$ cat config.mk
export PLATFORM = sky130hd
export DESIGN_NAME = pc_fetch
export DESIGN_NICKNAME = d
export VERILOG_FILES = /design/src/rtl/pc_fetch.sv
export SDC_FILE = /design/constraint.sdc
export NUM_CORES = 1
export LEC_CHECK = 0
export CAP_MARGIN = 20
export CORE_AREA = 3 3 99 63
export CTS_BUF_LIST = sky130_fd_sc_hd__clkbuf_16
export DETAILED_ROUTE_END_ITERATION = 8
export DIE_AREA = 0 0 102 66
export PLACE_DENSITY = 0.92
export SLEW_MARGIN = 30
export SYNTH_ARGS = -nofsm -noshare
export SYNTH_HDL_FRONTEND = slang
export SYNTH_SLANG_ARGS = --single-unit
$ cat constraint.sdc
create_clock -name CLK -period 4.95 [get_ports CLK]
set_input_delay 0.99 -clock CLK [delete_from_list [all_inputs] [get_ports CLK]]
set_output_delay 0.99 -clock CLK [all_outputs]
set_load 0.005 [all_outputs]
$ cat src/rtl/pc_fetch.sv
// Program counter and instruction-fetch stage: drives instruction memory from PC,
// captures the returned word and offers it to decode over a valid/ready handshake.
module pc_fetch #(
    parameter int               WIDTH        = 16,
    parameter logic [WIDTH-1:0] RESET_VECTOR = '0
) (
    input  logic             CLK,
    input  logic             RESET,
    input  logic             LOAD,
    input  logic [WIDTH-1:0] LOAD_ADDR,
    output logic             IMEM_REQ,
    output logic [WIDTH-1:0] IMEM_ADDR,
    input  logic             IMEM_ACK,
    input  logic [WIDTH-1:0] IMEM_DATA,
    output logic             INSTR_VALID,
    input  logic             INSTR_READY,
    output logic [WIDTH-1:0] INSTR,
    output logic [WIDTH-1:0] INSTR_PC,
    output logic [WIDTH-1:0] PC
);

    typedef enum logic [1:0] {
        BOOT  = 2'd0,
        FETCH = 2'd1,
        HOLD  = 2'd2
    } state_t;

    state_t state;

    // Sequential increment; the carry out is dropped so the top address wraps to zero.
    function automatic logic [WIDTH-1:0] inc_wrap(input logic [WIDTH-1:0] value);
        return value + {{(WIDTH-1){1'b0}}, 1'b1};
    endfunction

    assign IMEM_ADDR = PC;

    always_ff @(posedge CLK or posedge RESET) begin
        if (RESET) begin
            state       <= BOOT;
            PC          <= RESET_VECTOR;
            IMEM_REQ    <= 1'b0;
            INSTR_VALID <= 1'b0;
            INSTR       <= '0;
            INSTR_PC    <= '0;
        end else begin
            case (state)
                BOOT: begin
                    if (LOAD) begin
                        PC <= LOAD_ADDR;
                    end
                    state    <= FETCH;
                    IMEM_REQ <= 1'b1;
                end
                FETCH: begin
                    // A redirect wins over a same-cycle acknowledge; that word is dropped.
                    if (LOAD) begin
                        PC <= LOAD_ADDR;
                    end else if (IMEM_ACK) begin
                        INSTR       <= IMEM_DATA;
                        INSTR_PC    <= PC;
                        PC          <= inc_wrap(PC);
                        INSTR_VALID <= 1'b1;
                        IMEM_REQ    <= 1'b0;
                        state       <= HOLD;
                    end
                end
                HOLD: begin
                    // Either delivery or a flush ends the hold; INSTR/INSTR_PC keep their last word.
                    if (LOAD || INSTR_READY) begin
                        INSTR_VALID <= 1'b0;
                        IMEM_REQ    <= 1'b1;
                        state       <= FETCH;
                        if (LOAD) begin
                            PC <= LOAD_ADDR;
                        end
                    end
                end
                default: begin
                    state       <= BOOT;
                    IMEM_REQ    <= 1'b0;
                    INSTR_VALID <= 1'b0;
                end
            endcase
        end
    end

endmodule
Word level (Yosys, flattened, before mapping)

Cells that the tools add are included.

$add $sub $neg: 1
Equal/unequal tests: 6
Mux-type cells: 17
Bitwise gates (word level): 2
Reduce and logical (&&, ||, !) cells: 7

Operators with widths:

| kind                  | number |
|---|---|
| $mux 16               | 4 |
| $pmux 16 s3           | 1 |
| $add 16x1->16 const B | 1 |
| $reduce_and 3->1      | 3 |
| $mux 1                | 6 |
| $mux 2                | 3 |
| $ne 2x2->1 const B    | 3 |
| $pmux 1 s3            | 2 |
| $pmux 2 s3            | 1 |
| $reduce_and 4->1      | 1 |
| $ne 3x3->1 const B    | 1 |
| $reduce_bool 3->1     | 1 |
| $eq 2x1->1 const B    | 1 |
| $eq 2x2->1 const B    | 1 |
| $logic_not 2->1       | 1 |
| $not 1->1             | 2 |
| $logic_or 1x1->1      | 1 |

Register bits: 52
Bits of input ports: 37
Output and inout port bits: 66

Depth between registers and ports, before layout

Gate-level depths: netlist of run 1.

Depth in word-level cells: 4
Depth in mapped cells: 7

Least setup slack after synthesis of run 1

No wires, ideal clock.

Kind: in2reg
From: input LOAD
To: register INSTR[15]
Setup time: 125 ps
Arrival: 2,152 ps
Slack: 2,674 ps
Stages: 5
Path buffers: 2
Path through: or3b_1 buf_2 nor2_4 buf_4 mux2_2

Word-level cells in the longest chain between the ends: 2

Ends and longest elaborated chain:

| element                    | line | RTL |
|---|---|---|
| from (decl)                | 9    | `input logic LOAD,` |
| $not 1->1 (no line)        | n/a  |  |
| $reduce_and 3->1 (no line) | n/a  |  |
| to (signal assigned)       | 43   | `INSTR <= '0;` |
| to (signal assigned)       | 59   | `INSTR <= IMEM_DATA;` |
| to (decl)                  | 17   | `output logic [WIDTH-1:0] INSTR,` |

No other way between the ends.
A chain may end at the register's enable or synchronous reset.

Final worst setup path of run 1

From: input LOAD
To: register INSTR[5]

The elaborated chain is that of the path after synthesis.

==> summary.md, run 1 <==
| Metric | Value |
|---|---|
| Status | completed |
| Dominant cell type by area after synthesis | dfrtp_1 |
| Share of cells above drive strength 1 | 15.6% |
| Sequential share of power | 40.9% |
| Initial antenna violation count | 0 |
| Fin. Hold Viols | 0 |
| Skew final | 0.00369 ns |
| Multi-input logic area | just over 0.001 mm² |
| CTS tree | done |
| Unrepaired setup endpoints after global routing | no |
| GR peak layer | met2 |
| Syn Std Cell Area | 0.00249 mm² |
| Final setup vio count | 0 |
| Ys flop type | dfrtp_1 |
| Total power | 0.00172 W |
| DPL Wire Length | between 4000 and 5000 µm |
| Async SR Flop Fraction | 100% |
| Clock Sinks | 51 |
| DRC | 0 |
| Top-count cell post-synth | dfrtp_1 |
| FF/Latch Area | 0.00128 mm² |
| P_int | 0.00121 W |
| Largest net degree at the start of global routing | 52 |
| Post-route ant nets | 0 |
| DIE AREA | 0.00673 mm² |
| Clock tree buffer depth | 2 |
| Vias in the first global route | 2030 |
| Cell count of the worst hold path | 1 |
| Grt met3 use | a little over 8% |
| Hold Crit Start | INSTR[6] |
| Worst Path Required | 5.12 ns |
| Routed len/inst | 16.6 µm |
| Synth top area share | 51.3% |
| Worst Tran Pin Value | 0.618 ns |
| WHS Endpoint | INSTR[6] |
| Syn avg cell area | 11.1 µm² |
| Core area | between 0.005 and 0.006 mm² |
| Die height | approximately 66 µm |
| Critical path startpoint category | input pin |
| Max_slew headroom | 58.8% |
| Post-synth EDFFs | 0 |
| Met1 Resource Use GR | 26.8% |
| CTS buffer count | 5 |
| Clk_lat worst skew | 0.29 ns |
| Tightest Hold Check Type | reg2reg |
| Row cnt | 21 |
| Pwr per Cell Area | 478 mW/mm² |
| Setup Buffers After CTS | 0 |
| Final instance area | 0.00360 mm² |
| Initial Util | 45.6% |
| RR Endpoint | INSTR[5] |
| Critical Path AT | between 3 and 4 ns |
| Final Slew Violations | 0 |
| Sw Pwr | slightly above 0.0005 W |
| DR pass1 iterations | 4 |
| Clk pin slew, worst setup/hold paths | approximately 0.060 ns |
| Seq/Total Area, Yosys | 51.3% |
| Critical Path Sink Type | register |
| Cell leakage power | between 1 and 1.5 nW |
| GRT overflow | 0 |
| Synthesis-to-layout area growth | 44.4% |
| Setup TNS Final | 0 ns |
| Fillers | 427 |
| Crit share post-route | 61.7% |
| Comb power frac | 39.8% |
| Detailed Route WL | 6250 µm |
| Share of the core filled with cells | 65.8% |
| Via count | 2108 |
| Fmax achieved | about 330 MHz |
| DR iter-0 viols | 115 |
| Mapped Cells | 224 |
| Vias per cell | 5.59 |
| Placer Congestion | between 0.8 and 0.9 |
| # port buffers | 102 |
| Hold Worst Slack | 0.506 ns |
| Clock group share of total power | about a fifth |
| Maximum VDD drop | 0.000228 V |
| Total Routing Usage GR | between 10% and 20% |
| Htree depth | 2 |
| Reg2reg setup slack | 2.61 ns |
| Worst R2R Path Depth | 4 |
| Fin crit period | 3.05 ns |
| Net Sw Frac | between 20 and 30% |
| Crit path max fanout | 21 |
| Cts repair resizes | 0 |
| CTS Hold Bufs | 0 |
| Syn_nets | approximately 260 |
| Library cells used by synthesis | 41 |
| ANT cells | 0 |
| Die Width | around 100 µm |
| Root Driver | clkbuf_16 |
| Nets | 345 |
| FF-to-FF Start | state[0] |
| Max-cap viol count | 0 |
| #FFs+latches synth | 51 |
| Synth top cells by count | dfrtp_1, mux2_2, buf_4 |
| Ranking of synthesized cells by area | dfrtp_1, mux2_2, buf_4, a21oi_1, nand3_1 |
| # IOs | 103 |
| Routing usage on met2 | 27.3% |
| Critical path class | in2reg |
| Dpl cell area | between 0.003 and 0.004 mm² |
| Ys Warns | 0 |
| First-pass GRT wire length | 10000 µm |
==> layer usage <==
metal,up-vias,part of all wire (%)
li1,971,-
met1,1008,44
met4,0,1.2
met5,-,0
met2,119,42
met3,10,13
==> state kept, by name, summed over array words and instances (netlist names) <==
| register | cells |
|---|---|
| INSTR_VALID | 1 |
| state | 2 |
| IMEM_ADDR | 16 |
| INSTR | 16 |
| INSTR_PC | 16 |
==> cell type report <==
cell class                      count  share of cell area (%)
Sequential cell                    51                    35.5
Multi-Input combinational cell    141                    28.3
Clock buffer                        5                    3.48
Tap cell                           69                    2.40
Clock inverter                      3                   0.418
Inverter                            3                   0.383
Timing Repair Buffer              105                    29.6
==> power by group through the flow <==
| stage | sequential (W) | combinational, W | clock, W |
|---|---|---|---|
| 2_1_floorplan | 0.000689 | 0.000291 | 0 |
| 3_3_place_gp | 0.000699 | 0.000670 | 0 |
| 3_5_place_dp | 0.000709 | 0.000684 | 0 |
| 4_1_cts | 0.000704 | 0.000688 | 0.000340 |
| 5_1_grt | 0.000728 | 0.000745 | 0.000358 |
| 6_report | 0.000704 | 0.000685 | 0.000331 |
==> critical path: stages <==
cell and delay (ns):
clkdlybuf4s50_1 0.51, or3b_1 0.66, nor2_4 0.47, buf_16 0.22, mux2_2 0.35
==> cell usage in the layout, fill, tap and decap left out, drive strengths merged, types with 2 or more instances in the layout <==
cell type / n
inv: 3
a211oi: 2
clkbuf: 5
o21ai: 9
buf: 3
a31oi: 5
dfrtp: 51
clkinv: 2
nor2: 14
nand2: 9
mux2: 32
and3: 2
clkdlybuf4s50: 102
nand3: 14
or4: 3
a2bb2oi: 4
or3b: 2
a21oi: 17
o2bb2ai: 2
nand3b: 2
o22a: 2
a311oi: 2
nor3: 3
nand4: 4
o22ai: 2
==> worst max-delay path by stage <==
stage | from | to | slack (ns) | cells past startpoint
floorplan | LOAD | INSTR[15] | 2.67 | 5
global placement | LOAD | INSTR[11] | 1.42 | 4
detailed placement | LOAD | INSTR[7] | 1.35 | 4
CTS | LOAD | INSTR[7] | 1.65 | 4
global route | LOAD | INSTR_PC[3] | 1.79 | 5
finish | LOAD | INSTR[5] | 1.90 | 5
==> per-stage QoR <==
stage / setup slack [ns] / std cells
finish: 1.90 / 377
detailed placement: 1.35 / 368
CTS: 1.65 / 376
global route: 1.79 / 377
floorplan: 2.67 / 224
global placement: 1.42 / 368
==> logic make-up (layout without fill, tap and decap cells) <==
kind of cell / count (synthesis) / in the layout / synth area share (%)
buffers and inverters: 32 / 116 / 7.94
and+or+nand+nor: 59 / 59 / 13.4
AOI/OAI and AO/OA: 48 / 48 / 12.1
adders and majority gates: 1 / 1 / 0.502
muxes: 33 / 33 / 14.9
DFF: 51 / 51 / 51.3
Note: power is estimated with default switching activity, not from simulation.
==> inputs of run 2 (changes only) <==
CORE_AREA = 3 3 103 65   (was 3 3 99 63)
DIE_AREA = 0 0 106 68   (was 0 0 102 66)
PLACE_DENSITY = 0.87   (was 0.92)
clock period = 2.95 ns   (was 4.95 ns; I/O delays follow)
==> summary.md, run 2 (synthesis gave the netlist of run 1 again) <==
| Metric | Value |
|---|---|
| Maximum VDD drop | 0.000405 V (+78%) |
| Net Sw Frac | 28.8% (-0.62 points) |
| Crit path max fanout | 11 (-48%) |
| Root Driver | clkbuf_16 |
| Cell family with most CP delay | simple AND/OR/NAND/NOR gates |
| Post-route ant nets | 0 (unchanged) |
| Setup TNS Final | 0 ns (unchanged) |
| Sequential share of power | 39.5% (-1.4 points) |
| Fin. Hold Viols | 0 (unchanged) |
| Worst Path Required | 3.12 ns (-2.00 ns) |
| Vias in the first global route | 2069 (+1.9%) |
| CP Cell Sequence | clkdlybuf4s50_1, or3b_1, nor2_4, buf_4, mux2_2 |
| DRC | 0 (unchanged) |
| Most common cell after layout, fill and taps aside | clkdlybuf4s50_1 |
| # IOs | 103 (unchanged) |
| Sw Pwr | 0.000862 W (+70%) |
| # port buffers | 102 (unchanged) |
| Worst Tran Pin Value | 0.647 ns (+0.0287 ns) |
| Final setup vio count | 0 (unchanged) |
| Clk pin slew, worst setup/hold paths | 0.06 ns (about the same) |
| DPL Wire Length | 4660 µm (+4.5%) |
| Fin crit period | around 2.3 ns |
| Critical path class | in2reg |
| Critical Path Sink Type | register |
| Clock tree buffer depth | 2 (unchanged) |
| Placed cells | 384 (+4.3%) |
| GRT overflow | 0 (unchanged) |
| Critical Path AT | 2.44 ns (-0.78 ns) |
| Buf/Inv on CP | 2 (unchanged) |
| Cts repair resizes | 0 (unchanged) |
| Skew final | 0.00631 ns (+0.00262 ns) |
| Fillers | 453 (+6.1%) |
| Initial antenna violation count | 0 (unchanged) |
| DIE AREA | 0.00721 mm² (+7.1%) |
| Final Slew Violations | 0 (unchanged) |
| Comb power frac | 38.9% (-0.9 points) |
| P_int | 0.00213 W (+75%) |
| Largest net degree at the start of global routing | 52 (unchanged) |
| Max_slew headroom | 56.9% (-1.9 points) |
| Crit share post-route | 76.8% |
| Tightest Hold Check Type | reg2reg |
| Nets | 349 (+1.2%) |
| Row cnt | 21 (unchanged) |
| Final instance area | 0.00365 mm² (+1.6%) |
| Share of cells above drive strength 1 | 17.0% (+1.5 points) |
| Max incr delay on CP | 0.56 ns (-0.10 ns) |
| Clk_lat worst skew | 0.29 ns (about the same) |
| Pwr per Cell Area | 819 mW/mm² (+71%) |
| Dpl cell area | 0.00349 mm² (+1.8%) |
| Synthesis-to-layout area growth | 46.7% |
| Status | completed |
| CTS Hold Bufs | 0 (unchanged) |
| Die height | 68 µm (+3.0%) |
| Critical path startpoint category | input pin |
| Clock group share of total power | 21.6% (+2.3 points) |
| Most frequent cells in the layout | clkdlybuf4s50_1, dfrtp_1, mux2_2 |
| Clock Sinks | 51 (unchanged) |
| Routed len/inst | 17.0 µm (+2.3%) |
| DR iter-0 viols | 106 (-7.8%) |
| Post-route insts no fill | 391 (+3.7%) |
| Placer Congestion | 0.846 (-5.3%) |
| Vias per cell | 5.36 (-4.2%) |
| DR pass1 iterations | 4 (unchanged) |
| Setup Buffers After CTS | 0 (unchanged) |
| Total Routing Usage GR | 18.5% (-0.68 points) |
| CTS tree | done |
| Hold Worst Slack | 0.493 ns (-0.0128 ns) |
| Initial Util | 43.9% (-1.7 points) |
| Detailed Route WL | 6630 µm (+6.1%) |
| First-pass GRT wire length | 10400 µm (+4.1%) |
| Fmax achieved | 441 MHz |
| ANT cells | 0 (unchanged) |
| Max-cap viol count | 0 (unchanged) |
| Core area | 0.00568 mm² (+3.8%) |
| Via count | 2094 (-0.66%) |
| Unrepaired setup endpoints after global routing | no |
| Worst path slowest cell | or3b_1 |
| Htree depth | 2 (unchanged) |
| Die Width | 106 µm (+3.9%) |
| CTS buffer count | 5 (unchanged) |
| Cell leakage power | 1.44 nW (+1.9%) |
==> run 2: path summary, 6_finish.rpt <==
check | startpoint | to | slack [ns] | cells after the start
max | LOAD | INSTR_PC[0] | 0.68 | 5
min | INSTR_PC[6] | INSTR_PC[6] | 0.49 | 1
max reg2reg | IMEM_ADDR[7] | IMEM_ADDR[15] | 0.96 | 4
min reg2reg | INSTR_PC[6] | INSTR_PC[6] | 0.49 | 1
max in group asynchronous | RESET | state[0] | 1.72 | 3
min in group asynchronous | RESET | INSTR[2] | 0.78 | 3
==> run 2: final cells by class <==
type	instances	area [µm²]	share of cell area (%)
sequential	51	1280	34.9
multi-input combinational	141	1020	27.8
inverter	3	11.3	0.308
clock inverter	2	37.5	1.03
timing repair buffer	109	1090	29.7
clock buffer	5	125	3.43
tap	80	100	2.74
==> run 2: worst reg2reg max path: cells and delay by family (launching register included) <==
kind | cells | cell delay, ns
flops | 1 | 0.58
simple gates | 4 | 1.34
==> run 2: routing by layer <==
metal	up-vias	wire, µm	track usage, %
met4	0	57	4.85
met5	-	0	0
met2	129	2780	28.3
li1	979	-	-
met3	7	805	6.69
met1	979	2980	25.2
==> run 2: power groups by stage <==
stage | clock network, W | logic [W] | registers [W]
finish | 0.000644 | 0.00116 | 0.00118
global placement | 0 | 0.00115 | 0.00117
floorplan | 0 | 0.000488 | 0.00116
CTS | 0.000655 | 0.00118 | 0.00118
detailed placement | 0 | 0.00117 | 0.00119
global route | 0.000681 | 0.00126 | 0.00122
==> run 2: metrics by stage <==
step | worst slack (ns) | total power, W | util (%)
2_1_floorplan | 1.07 | 0.00164 | -
3_3_place_gp | 0.428 | 0.00232 | 61.5
3_5_place_dp | 0.383 | 0.00236 | 61.5
4_1_cts | 0.678 | 0.00301 | 64.4
5_1_grt | 0.584 | 0.00316 | 64.4
6_report | 0.683 | 0.00299 | 64.4
==> inputs of run 3 (changes only) <==
CORE_AREA = 3 3 108 68   (was 3 3 103 65)
DIE_AREA = 0 0 111 71   (was 0 0 106 68)
PLACE_DENSITY = 0.84   (was 0.87)
clock period = 2 ns   (was 2.95 ns; I/O delays follow)
==> summary.md, run 3 (synthesis gave the netlist of run 1 again) <==
| Metric | Value |
|---|---|
| Sequential share of power | 34.8% (-4.7 points) |
| Synthesis-to-layout area growth | 56.1% |
| Most frequent cells in the layout | clkdlybuf4s50_1, dfrtp_1, mux2_2 |
| # IOs | 103 (unchanged) |
| CTS buffer count | 5 (unchanged) |
| FF-to-FF Start | IMEM_ADDR[4] |
| Fin crit period | 1.89 ns |
| Status | completed |
| Unrepaired setup endpoints after global routing | no |
| Detailed Route WL | 7060 µm (+6.5%) |
| Root Driver | clkbuf_16 |
| P_int | 0.00339 W (+59%) |
| Final Slew Violations | 0 (unchanged) |
| # port buffers | 102 (unchanged) |
| Share of the core filled with cells | 59.5% (-4.9 points) |
| CTS tree | done |
| Maximum VDD drop | 0.000610 V (+50%) |
| Post-route ant nets | 0 (unchanged) |
| Share of cells above drive strength 1 | 22.5% (+5.5 points) |
| Crit share post-route | 94.6% |
| Comb power frac | 41.7% (+2.8 points) |
| Sw Pwr | 0.00132 W (+53%) |
| First-pass GRT wire length | 11600 µm (+11%) |
| Most frequent CP cell | buf_4 |
| Worst Tran Pin Value | 0.319 ns (-0.328 ns) |
| Clock tree buffer depth | 2 (unchanged) |
| Worst Path Required | 2.16 ns (-0.96 ns) |
| Net Sw Frac | 28.0% (-0.82 points) |
| Htree depth | 2 (unchanged) |
| Row cnt | 23 (+9.5%) |
| Initial Util | 38.1% (-5.8 points) |
| Max-cap viol count | 0 (unchanged) |
| Worst R2R Path Depth | 4 (unchanged) |
| Critical path startpoint category | input pin |
| Multi-input logic area | 0.00102 mm² (unchanged) |
| Total Routing Usage GR | 18.6% (+0.029 points) |
| DRC | 0 (unchanged) |
| Pwr per Cell Area | 1210 mW/mm² (+48%) |
| DR pass1 iterations | 5 (+1) |
| GRT overflow | 0 (unchanged) |
| RR Endpoint | IMEM_ADDR[14] |
| Total power | 0.00471 W (+58%) |
| Setup TNS Final | 0 ns (unchanged) |
| Initial antenna violation count | 0 (unchanged) |
| Most common cell after layout, fill and taps aside | clkdlybuf4s50_1 |
| Critical Path AT | 2.05 ns (-0.39 ns) |
| Die height | 71 µm (+4.4%) |
| Tightest Hold Check Type | in2async |
| Die Width | 111 µm (+4.7%) |
| Via count | 2217 (+5.9%) |
| Clock group share of total power | 23.5% (+1.9 points) |
| FF/Latch Area | 0.00128 mm² (unchanged) |
| Cts repair resizes | 0 (unchanged) |
| Largest net degree at the start of global routing | 52 (unchanged) |
| Max_slew headroom | 78.6% (+22 points) |
| Fmax achieved | 529 MHz |
| DR iter-0 viols | 100 (-5.7%) |
| ANT cells | 0 (unchanged) |
| Clk_lat worst skew | 0.29 ns (about the same) |
| Core area | 0.00653 mm² (+15%) |
| DPL Wire Length | 5050 µm (+8.5%) |
| CTS Hold Bufs | 0 (unchanged) |
| Max incr delay on CP | 0.46 ns (-0.10 ns) |
| Post-route insts no fill | 420 (+7.4%) |
| Crit path max fanout | 5 (-6) |
| Nets | 370 (+6.0%) |
| Clock Sinks | 51 (unchanged) |
| Clk pin slew, worst setup/hold paths | 0.07 ns (about the same) |
| Fin. Hold Viols | 0 (unchanged) |
| Critical Path Sink Type | register |
| Critical path class | in2reg |
| CP Cell Sequence | clkdlybuf4s50_1, or3b_1, buf_4, buf_4, a311oi_1, a211oi_1 |
| Worst path slowest cell | or3b_1 |
| Reg2reg setup slack | 0.20 ns (-0.76 ns) |
| Skew final | 0.00751 ns (+0.00120 ns) |
| Vias in the first global route | 2264 (+9.4%) |
| Vias per cell | 5.28 (-1.4%) |
| DIE AREA | 0.00788 mm² (+9.3%) |
| Routed len/inst | 16.8 µm (-0.88%) |
| Placed cells | 412 (+7.3%) |
| Fillers | 543 (+20%) |
| Setup Buffers After CTS | 0 (unchanged) |
| Cell leakage power | 1.57 nW (+8.9%) |
| Final setup vio count | 0 (unchanged) |
| Placer Congestion | 0.848 (+0.27%) |
run 3: cell count changes in the layout (fill, tap and decap cells not counted), sizes merged:
| cell | before | now |
|---|---|---|
| buf | 7 | 28 |
| bufinv | 1 | 2 |
run 3: worst max-delay path by stage:
stage	cells past startpoint	start	end	slack [ns]
finish	6	LOAD	IMEM_ADDR[9]	0.11
CTS	6	LOAD	IMEM_ADDR[9]	0.12
detailed placement	6	LOAD	IMEM_ADDR[9]	-0.18
global placement	5	LOAD	IMEM_ADDR[15]	-0.11
floorplan	6	state[1]	INSTR[15]	0.17
global route	6	LOAD	IMEM_ADDR[9]	0.01
run 3: layout make-up:
class | count | area share (%)
Multi-Input combinational cell | 141 | 26.1
Clock inverter | 3 | 1.74
Inverter | 3 | 0.290
Tap cell | 87 | 2.80
Sequential cell | 51 | 32.8
Clock buffer | 5 | 3.22
Timing Repair Buffer | 130 | 33.0
run 3: through the flow:
step,area (µm²),setup slack (ns),hold WS [ns]
floorplan,2490,0.173,0.463
global placement,3690,-0.111,0.468
detailed placement,3690,-0.181,0.487
CTS,3890,0.117,0.487
global route,3890,0.0115,0.487
finish,3890,0.108,0.469
run 3: critical path: cells and delay by family:
kind	cells	cell delay, ns
buf+inv	3	0.78
simple gates	1	0.46
compound gates	2	0.42
run 3: per-layer routing:
metal  share of wire [%]  global-route usage [%]  routed length, µm
met1                  45                    25.5               3150
met2                  43                    27.8               3060
met3                  11                    6.58                797
met4                0.79                    5.60                 56
met5                   0                       0                  0
run 3: power groups by stage:
stage	Combinational (W)	Clock (W)	Sequential (W)
finish	0.00196	0.00111	0.00164
global route	0.00213	0.00117	0.00169
CTS	0.00199	0.00113	0.00164
detailed placement	0.00197	0	0.00166
global placement	0.00194	0	0.00164
floorplan	0.000721	0	0.00170
